===== config.mk =====
export PLATFORM = sky130hd
export DESIGN_NAME = counter_readout_sequencer_flat
export DESIGN_NICKNAME = d
export VERILOG_FILES = /design/src/rtl/counter_readout_sequencer_if.sv /design/src/rtl/counter_readout_sequencer.sv /design/src/flat_wrapper.sv
export SDC_FILE = /design/constraint.sdc
export NUM_CORES = 1
export LEC_CHECK = 0
export ABC_CLOCK_PERIOD_IN_PS = 4900
export BUFFER_PORTS_ARGS = -buffer_cell sky130_fd_sc_hd__buf_2
export CORE_MARGIN = 1.5
export CORE_UTILIZATION = 50
export DETAILED_ROUTE_END_ITERATION = 10
export GPL_ROUTABILITY_DRIVEN = 0
export HOLD_SLACK_MARGIN = 0.1
export MAX_ROUTING_LAYER = met4
export PLACE_DENSITY_LB_ADDON = 0.1
export SETUP_SLACK_MARGIN = 0.5
export SLEW_MARGIN = 5
export SYNTH_ARGS = -nofsm -noshare
export SYNTH_HDL_FRONTEND = slang
export SYNTH_SLANG_ARGS = --single-unit

===== constraint.sdc =====
create_clock -name clk -period 4.9 [get_ports clk]
set_input_delay 0.245 -clock clk [delete_from_list [all_inputs] [get_ports clk]]
set_output_delay 0.245 -clock clk [all_outputs]
set_load 0.01 [all_outputs]

===== src/rtl/counter_readout_sequencer_if.sv =====
// rtl/counter_readout_sequencer_if.sv - counter bank / readout pin bundle
// Purpose: groups the counter-bank inputs and readout pin outputs of the
//          counter readout sequencer.
// Signals: cnt_data   flat count bus, channel i at [i*CNT_W +: CNT_W]
//          ovf_in     per-channel overflow flags from the bank
//          snap       one-cycle latch/clear strobe to the bank
//          addr       channel being read out
//          sl         1 = load cycle, 0 = shift or idle
//          serial_out serial data, MSB first
//          busy       frame in progress
//          ovf_global OR of ovf_in at last snapshot
//          ovf_rtc    sticky dropped-tick flag
// Modports: master = sequencer, slave = counter bank / pin side.
interface counter_readout_sequencer_if #(
  parameter int N_CH  = 8,
  parameter int CNT_W = 16
);
  logic [N_CH*CNT_W-1:0] cnt_data;
  logic [N_CH-1:0]       ovf_in;
  logic                  snap;
  logic [3:0]            addr;
  logic                  sl;
  logic                  serial_out;
  logic                  busy;
  logic                  ovf_global;
  logic                  ovf_rtc;

  modport master (
    input  cnt_data, ovf_in,
    output snap, addr, sl, serial_out, busy, ovf_global, ovf_rtc
  );

  modport slave (
    output cnt_data, ovf_in,
    input  snap, addr, sl, serial_out, busy, ovf_global, ovf_rtc
  );
endinterface


===== src/rtl/counter_readout_sequencer.sv =====
// rtl/counter_readout_sequencer.sv - RTC-triggered counter snapshot and serial readout
// Purpose: on each RTC rising edge, strobes snap, captures all channel counts
//          into shadow registers, then serialises each channel MSB first
//          behind a load cycle. Tracks global and dropped-tick overflow flags.
// Ports:   clk    system clock
//          reset  asynchronous active-high reset
//          rtc    RTC tick, asynchronous to clk
//          bus    counter_readout_sequencer_if.master (bank inputs, pin outputs)
// Option:  READOUT_PARITY_EN adds one even-parity bit after each channel.
module counter_readout_sequencer #(
  parameter int N_CH  = 8,
  parameter int CNT_W = 16
) (
  input  logic                          clk,
  input  logic                          reset,
  input  logic                          rtc,
  counter_readout_sequencer_if.master   bus
);

  localparam int CH_W = (N_CH > 1) ? $clog2(N_CH) : 1;
`ifdef READOUT_PARITY_EN
  localparam int N_BITS = CNT_W + 1;
`else
  localparam int N_BITS = CNT_W;
`endif
  localparam int              BC_W     = $clog2(N_BITS + 1);
  localparam logic [BC_W-1:0] LAST_BIT = BC_W'(N_BITS - 1);
  localparam logic [3:0]      LAST_CH  = 4'(N_CH - 1);

  typedef enum logic [1:0] {S_IDLE, S_SNAP, S_LOAD, S_SHIFT} state_t;

  state_t             state_q, state_d;
  logic               rtc_s1_q, rtc_s1_d;
  logic               rtc_s2_q, rtc_s2_d;
  logic               rtc_s3_q, rtc_s3_d;
  logic [3:0]         ch_q, ch_d;
  logic [BC_W-1:0]    bitcnt_q, bitcnt_d;
  logic [CNT_W-1:0]   shift_q, shift_d;
  logic [CNT_W-1:0]   shadow_q [N_CH];
  logic [CNT_W-1:0]   shadow_d [N_CH];
  logic               ovf_global_q, ovf_global_d;
  logic               ovf_rtc_q, ovf_rtc_d;
`ifdef READOUT_PARITY_EN
  logic               parity_q, parity_d;
`endif

  logic       tick;
  logic       snap, sl, serial_out, busy;
  logic [3:0] addr;

  // s1/s2 resynchronise rtc; s3 is only the edge-detect history.
  assign tick = rtc_s2_q & ~rtc_s3_q;

  always_comb begin
    state_d      = state_q;
    rtc_s1_d     = rtc;
    rtc_s2_d     = rtc_s1_q;
    rtc_s3_d     = rtc_s2_q;
    ch_d         = ch_q;
    bitcnt_d     = bitcnt_q;
    shift_d      = shift_q;
    shadow_d     = shadow_q;
    ovf_global_d = ovf_global_q;
    ovf_rtc_d    = ovf_rtc_q;
`ifdef READOUT_PARITY_EN
    parity_d     = parity_q;
`endif
    snap         = 1'b0;
    sl           = 1'b0;
    serial_out   = 1'b0;
    busy         = 1'b0;
    addr         = 4'd0;

    // Any tick outside IDLE is dropped, including one on the final shift cycle.
    if (tick && (state_q != S_IDLE)) ovf_rtc_d = 1'b1;

    case (state_q)
      S_IDLE: begin
        if (tick) state_d = S_SNAP;
      end
      S_SNAP: begin
        snap = 1'b1;
        busy = 1'b1;
        for (int i = 0; i < N_CH; i++) shadow_d[i] = bus.cnt_data[i*CNT_W +: CNT_W];
        ovf_global_d = |bus.ovf_in;
        ovf_rtc_d    = 1'b0;
        ch_d         = 4'd0;
        state_d      = S_LOAD;
      end
      S_LOAD: begin
        busy     = 1'b1;
        sl       = 1'b1;
        addr     = ch_q;
        shift_d  = shadow_q[ch_q[CH_W-1:0]];
`ifdef READOUT_PARITY_EN
        parity_d = ^shadow_q[ch_q[CH_W-1:0]];
`endif
        bitcnt_d = '0;
        state_d  = S_SHIFT;
      end
      S_SHIFT: begin
        busy       = 1'b1;
        addr       = ch_q;
        serial_out = shift_q[CNT_W-1];
`ifdef READOUT_PARITY_EN
        // The extra trailing cycle carries the channel parity instead of data.
        if (bitcnt_q == LAST_BIT) serial_out = parity_q;
`endif
        shift_d  = {shift_q[CNT_W-2:0], 1'b0};
        bitcnt_d = bitcnt_q + 1'b1;
        if (bitcnt_q == LAST_BIT) begin
          if (ch_q == LAST_CH) begin
            state_d = S_IDLE;
          end else begin
            ch_d    = ch_q + 4'd1;
            state_d = S_LOAD;
          end
        end
      end
      default: state_d = S_IDLE;
    endcase
  end

  always_ff @(posedge clk or posedge reset) begin
    if (reset) begin
      state_q      <= S_IDLE;
      rtc_s1_q     <= 1'b0;
      rtc_s2_q     <= 1'b0;
      rtc_s3_q     <= 1'b0;
      ch_q         <= 4'd0;
      bitcnt_q     <= '0;
      shift_q      <= '0;
      for (int i = 0; i < N_CH; i++) shadow_q[i] <= '0;
      ovf_global_q <= 1'b0;
      ovf_rtc_q    <= 1'b0;
`ifdef READOUT_PARITY_EN
      parity_q     <= 1'b0;
`endif
    end else begin
      state_q      <= state_d;
      rtc_s1_q     <= rtc_s1_d;
      rtc_s2_q     <= rtc_s2_d;
      rtc_s3_q     <= rtc_s3_d;
      ch_q         <= ch_d;
      bitcnt_q     <= bitcnt_d;
      shift_q      <= shift_d;
      shadow_q     <= shadow_d;
      ovf_global_q <= ovf_global_d;
      ovf_rtc_q    <= ovf_rtc_d;
`ifdef READOUT_PARITY_EN
      parity_q     <= parity_d;
`endif
    end
  end

  assign bus.snap       = snap;
  assign bus.addr       = addr;
  assign bus.sl         = sl;
  assign bus.serial_out = serial_out;
  assign bus.busy       = busy;
  assign bus.ovf_global = ovf_global_q;
  assign bus.ovf_rtc    = ovf_rtc_q;

endmodule

===== src/flat_wrapper.sv =====
// flat-port wrapper written by rule: the top's interface ports become plain ports
module counter_readout_sequencer_flat 
#(
  parameter int N_CH  = 8,
  parameter int CNT_W = 16
)
  (clk, reset, rtc, bus_cnt_data, bus_ovf_in, bus_snap, bus_addr, bus_sl, bus_serial_out, bus_busy, bus_ovf_global, bus_ovf_rtc);
  counter_readout_sequencer_if #(.N_CH(N_CH), .CNT_W(CNT_W)) bus_i ();
  input  logic clk;
  input  logic reset;
  input  logic rtc;
  input wire logic [$bits(bus_i.cnt_data)-1:0] bus_cnt_data;
  input wire logic [$bits(bus_i.ovf_in)-1:0] bus_ovf_in;
  output wire logic [$bits(bus_i.snap)-1:0] bus_snap;
  output wire logic [$bits(bus_i.addr)-1:0] bus_addr;
  output wire logic [$bits(bus_i.sl)-1:0] bus_sl;
  output wire logic [$bits(bus_i.serial_out)-1:0] bus_serial_out;
  output wire logic [$bits(bus_i.busy)-1:0] bus_busy;
  output wire logic [$bits(bus_i.ovf_global)-1:0] bus_ovf_global;
  output wire logic [$bits(bus_i.ovf_rtc)-1:0] bus_ovf_rtc;
  assign bus_i.cnt_data = bus_cnt_data;
  assign bus_i.ovf_in = bus_ovf_in;
  assign bus_snap = bus_i.snap;
  assign bus_addr = bus_i.addr;
  assign bus_sl = bus_i.sl;
  assign bus_serial_out = bus_i.serial_out;
  assign bus_busy = bus_i.busy;
  assign bus_ovf_global = bus_i.ovf_global;
  assign bus_ovf_rtc = bus_i.ovf_rtc;
  counter_readout_sequencer #(.N_CH(N_CH), .CNT_W(CNT_W)) u_core (.clk(clk), .reset(reset), .rtc(rtc), .bus(bus_i));
endmodule

==> metrics.txt <==
Min Hold Slack=roughly 0.084 ns; share of layout cells above drive strength 1=between 20% and 30%; ant diodes=0; fin worst setup slack=2.279 ns; # DRC=0; most frequent cell after synthesis=dfrtp_1; first drt pass iteration count=4; clk_skew=0.006391 ns; Hold Path Class=primary input to asynchronous set/reset pin; Max Slew Vio Count=0; Max Cap Viol=0; Syn Inst Count=497; post-synthesis sequential area ratio=a little under three fifths; Global Route Usage Sum=25.16%; area grow syn2layout=38.20%; Synth warnings=0; Yosys top cell by area=dfrtp_1; CTS buffer count=17; syn nets=between 600 and 700; antenna violations before repair=0; CTS tree=yes; CP required=5.20 ns; nets=907; 1st-iter DRT viols=roughly 260; vias after detailed routing=approximately 5100; Filler cells=990; Storage cell area=4005 um2; CP arrival=~2.9 ns; WS Path Type=flop to flop; reg2reg start=u_core.state_q[1]; post-route cell area=9968 um2; Starting Density=51.57%; Distinct cells, synth=41; Total Wirelength=17390 um; routed len/inst=about 18 um; CP startpoint kind=flop; Synth Register Bits=160; maximum VDD drop=0.2578 mV; first-pass GRT wire length=27750 um; Die Height=between 100 and 150 um; final period utilization=around 53%; top cells by count, synth=dfrtp_1 (160), mux2_1 (140), mux2_2 (20), nor2b_1 (17), o22ai_1 (17); H-tree depth=4; Post-Syn Area per Cell=14.51 um2; EDFF count, synth=0; Synth Flop Type=dfrtp_1; Post-Place Cell Area=between 8000 and 9000 um2; Multi-input gate area=roughly 3000 um2; asr flop ratio synth=100.0%; Max-slew headroom=between 20 and 30%; RSZ-0062 raised after global routing=no; number of global-route vias before repair=5515; status=complete, no violations; Cell Rows=43; Setup crit end kind=flop; die width=123.1 um; Antenna Violating Nets Remaining=0; Sum Neg Setup Slack=0 ns; Slew @ Worst Pin=roughly 1.1 ns; Resized cells post-CTS=0; Crit Path Max Fanout=36; Clock Latency Late Sink=between 0.4 and 0.5 ns; clock root buffer master=clkbuf_16; Clock Tree Buf Depth=2; port bufs=148; post-synth top area share=55.51%; Detailed Place HPWL=10580 um; clk slew on worst S/H paths=0.06 ns; Final Setup Violations=0; Syn Std Cell Area=7213 um2; Pwr Density=403.3 nW/um2; Die ar.=15160 um2; Vias/cell=5.301; Sink Count=160; GRT Residual Overflow=0; Setup crit start=u_core.state_q[1]; Tmin final=2.621 ns; I/O pin total=149; final hold viol count=0; core footprint=13990 um2; Max Clock Freq=381.5 MHz; pre-CTS setup slack=between 2 and 2.5 ns; Leak=around 4.6 nW; largest net degree at the start of global routing=between 150 and 200; Area contributors post-synth=dfrtp_1 (56%), mux2_1 (22%), mux4_2 (4.1%)
[state kept, by name, summed over array words and instances (netlist names)]
register,count
u_core.rtc_s3_q,1
u_core.bus.ovf_rtc,1
u_core.ch_q,4
u_core.rtc_s1_q,1
u_core.bitcnt_q,5
u_core.shift_q,16
u_core.shadow_q,128
u_core.bus.ovf_global,1
u_core.rtc_s2_q,1
u_core.state_q,2
[path summary, 6_finish.rpt]
kind,to,slack (ns),cells past startpoint
max in group asynchronous,u_core.ch_q[0],4.19,3
hold / removal,u_core.shadow_q[116],0.08,3
setup reg to reg,u_core.shadow_q[80],2.28,3
min in group clk,u_core.rtc_s2_q,0.35,0
setup / recovery,u_core.shadow_q[80],2.28,3
hold reg to reg,u_core.rtc_s2_q,0.35,0
[report_power, final]
part	internal (mW)	total (mW)	switching, mW
registers	1.53	1.72	0.193
logic	0.506	0.895	0.389
clock network	0.888	1.40	0.516
total	2.92	4.02	1.10
[kinds of logic (layout without fill, tap and decap cells)]
kind of cell,count (synthesis),in the layout,share of synthesized area (%)
AND/OR/NAND/NOR,63,63,4.874
adder cells (fa/ha/maj),3,3,0.5204
flip-flops,160,160,55.51
buffers and inverters,44,325,3.660
multiplexers,177,177,30.27
AO/OA/AOI/OAI,50,50,5.169
[final cells by class]
class / instances / area share, %
sequential: 160 / 40.18
clock buffer: 21 / 4.719
timing repair buffer: 284 / 21.24
clock inverter: 11 / 1.607
inverter: 9 / 0.3766
tap: 180 / 2.259
multi-input combinational: 293 / 29.62
[cells in the final DEF, fill, tap and decap left out, drive strengths merged]
cell type    synthesis  routed
a21o                 1       1
a21oi                2       2
a221o               15      15
a22o                 3       3
a31oi                2       2
and2                 3       3
and3                 2       2
buf                 26     152
bufinv               0       4
clkbuf               9      21
clkinv               0       5
clkinvlp             0       3
dfrtp              160     160
dlygate4sd3          0     132
ha                   3       3
inv                  9       8
mux2               160     160
mux2i                1       1
mux4                16      16
nand2               10      10
nand2b               2       2
nand3                3       3
nand3b               1       1
nand4                1       1
nand4b               1       1
nor2                 3       3
nor2b               17      17
nor3                16      16
nor4                 2       2
o211ai               1       1
o21ai                7       7
o22ai               17      17
o31a                 1       1
o32ai                1       1
or2                  1       1
or3                  1       1
[per-layer routing]
| layer | GRT usage [%] | wire length, um |
|---|---|---|
| met2 | 42.47 | 9015 |
| met4 | 7.040 | 261 |
| met1 | 30.90 | 7478 |
| met5 | - | 0 |
| met3 | 5.258 | 637 |
[worst max-delay path: stages (launching register included)]
cell,delay [ns]
dfrtp_1,0.63
nor2_4,0.92
buf_4,0.53
mux2_1,0.38
[metrics by stage]
stage / util (%) / power (mW) / std cells
after floorplan: - / 2.325 / 497
after global placement: 57.31 / 2.529 / 794
after detailed placement: 57.31 / 2.560 / 794
final: 71.26 / 4.020 / 958
after CTS: 71.26 / 4.054 / 958
after global routing: 71.26 / 4.214 / 958
[timing repair]
action | in CTS | in global routing
endpoints found under the setup margin | 0 | 0
hold endpoints to repair | 130 | 0
setup buffers | 0 | 0
hold buffers | 132 | 0
Note: power is estimated with default switching activity, not from simulation.
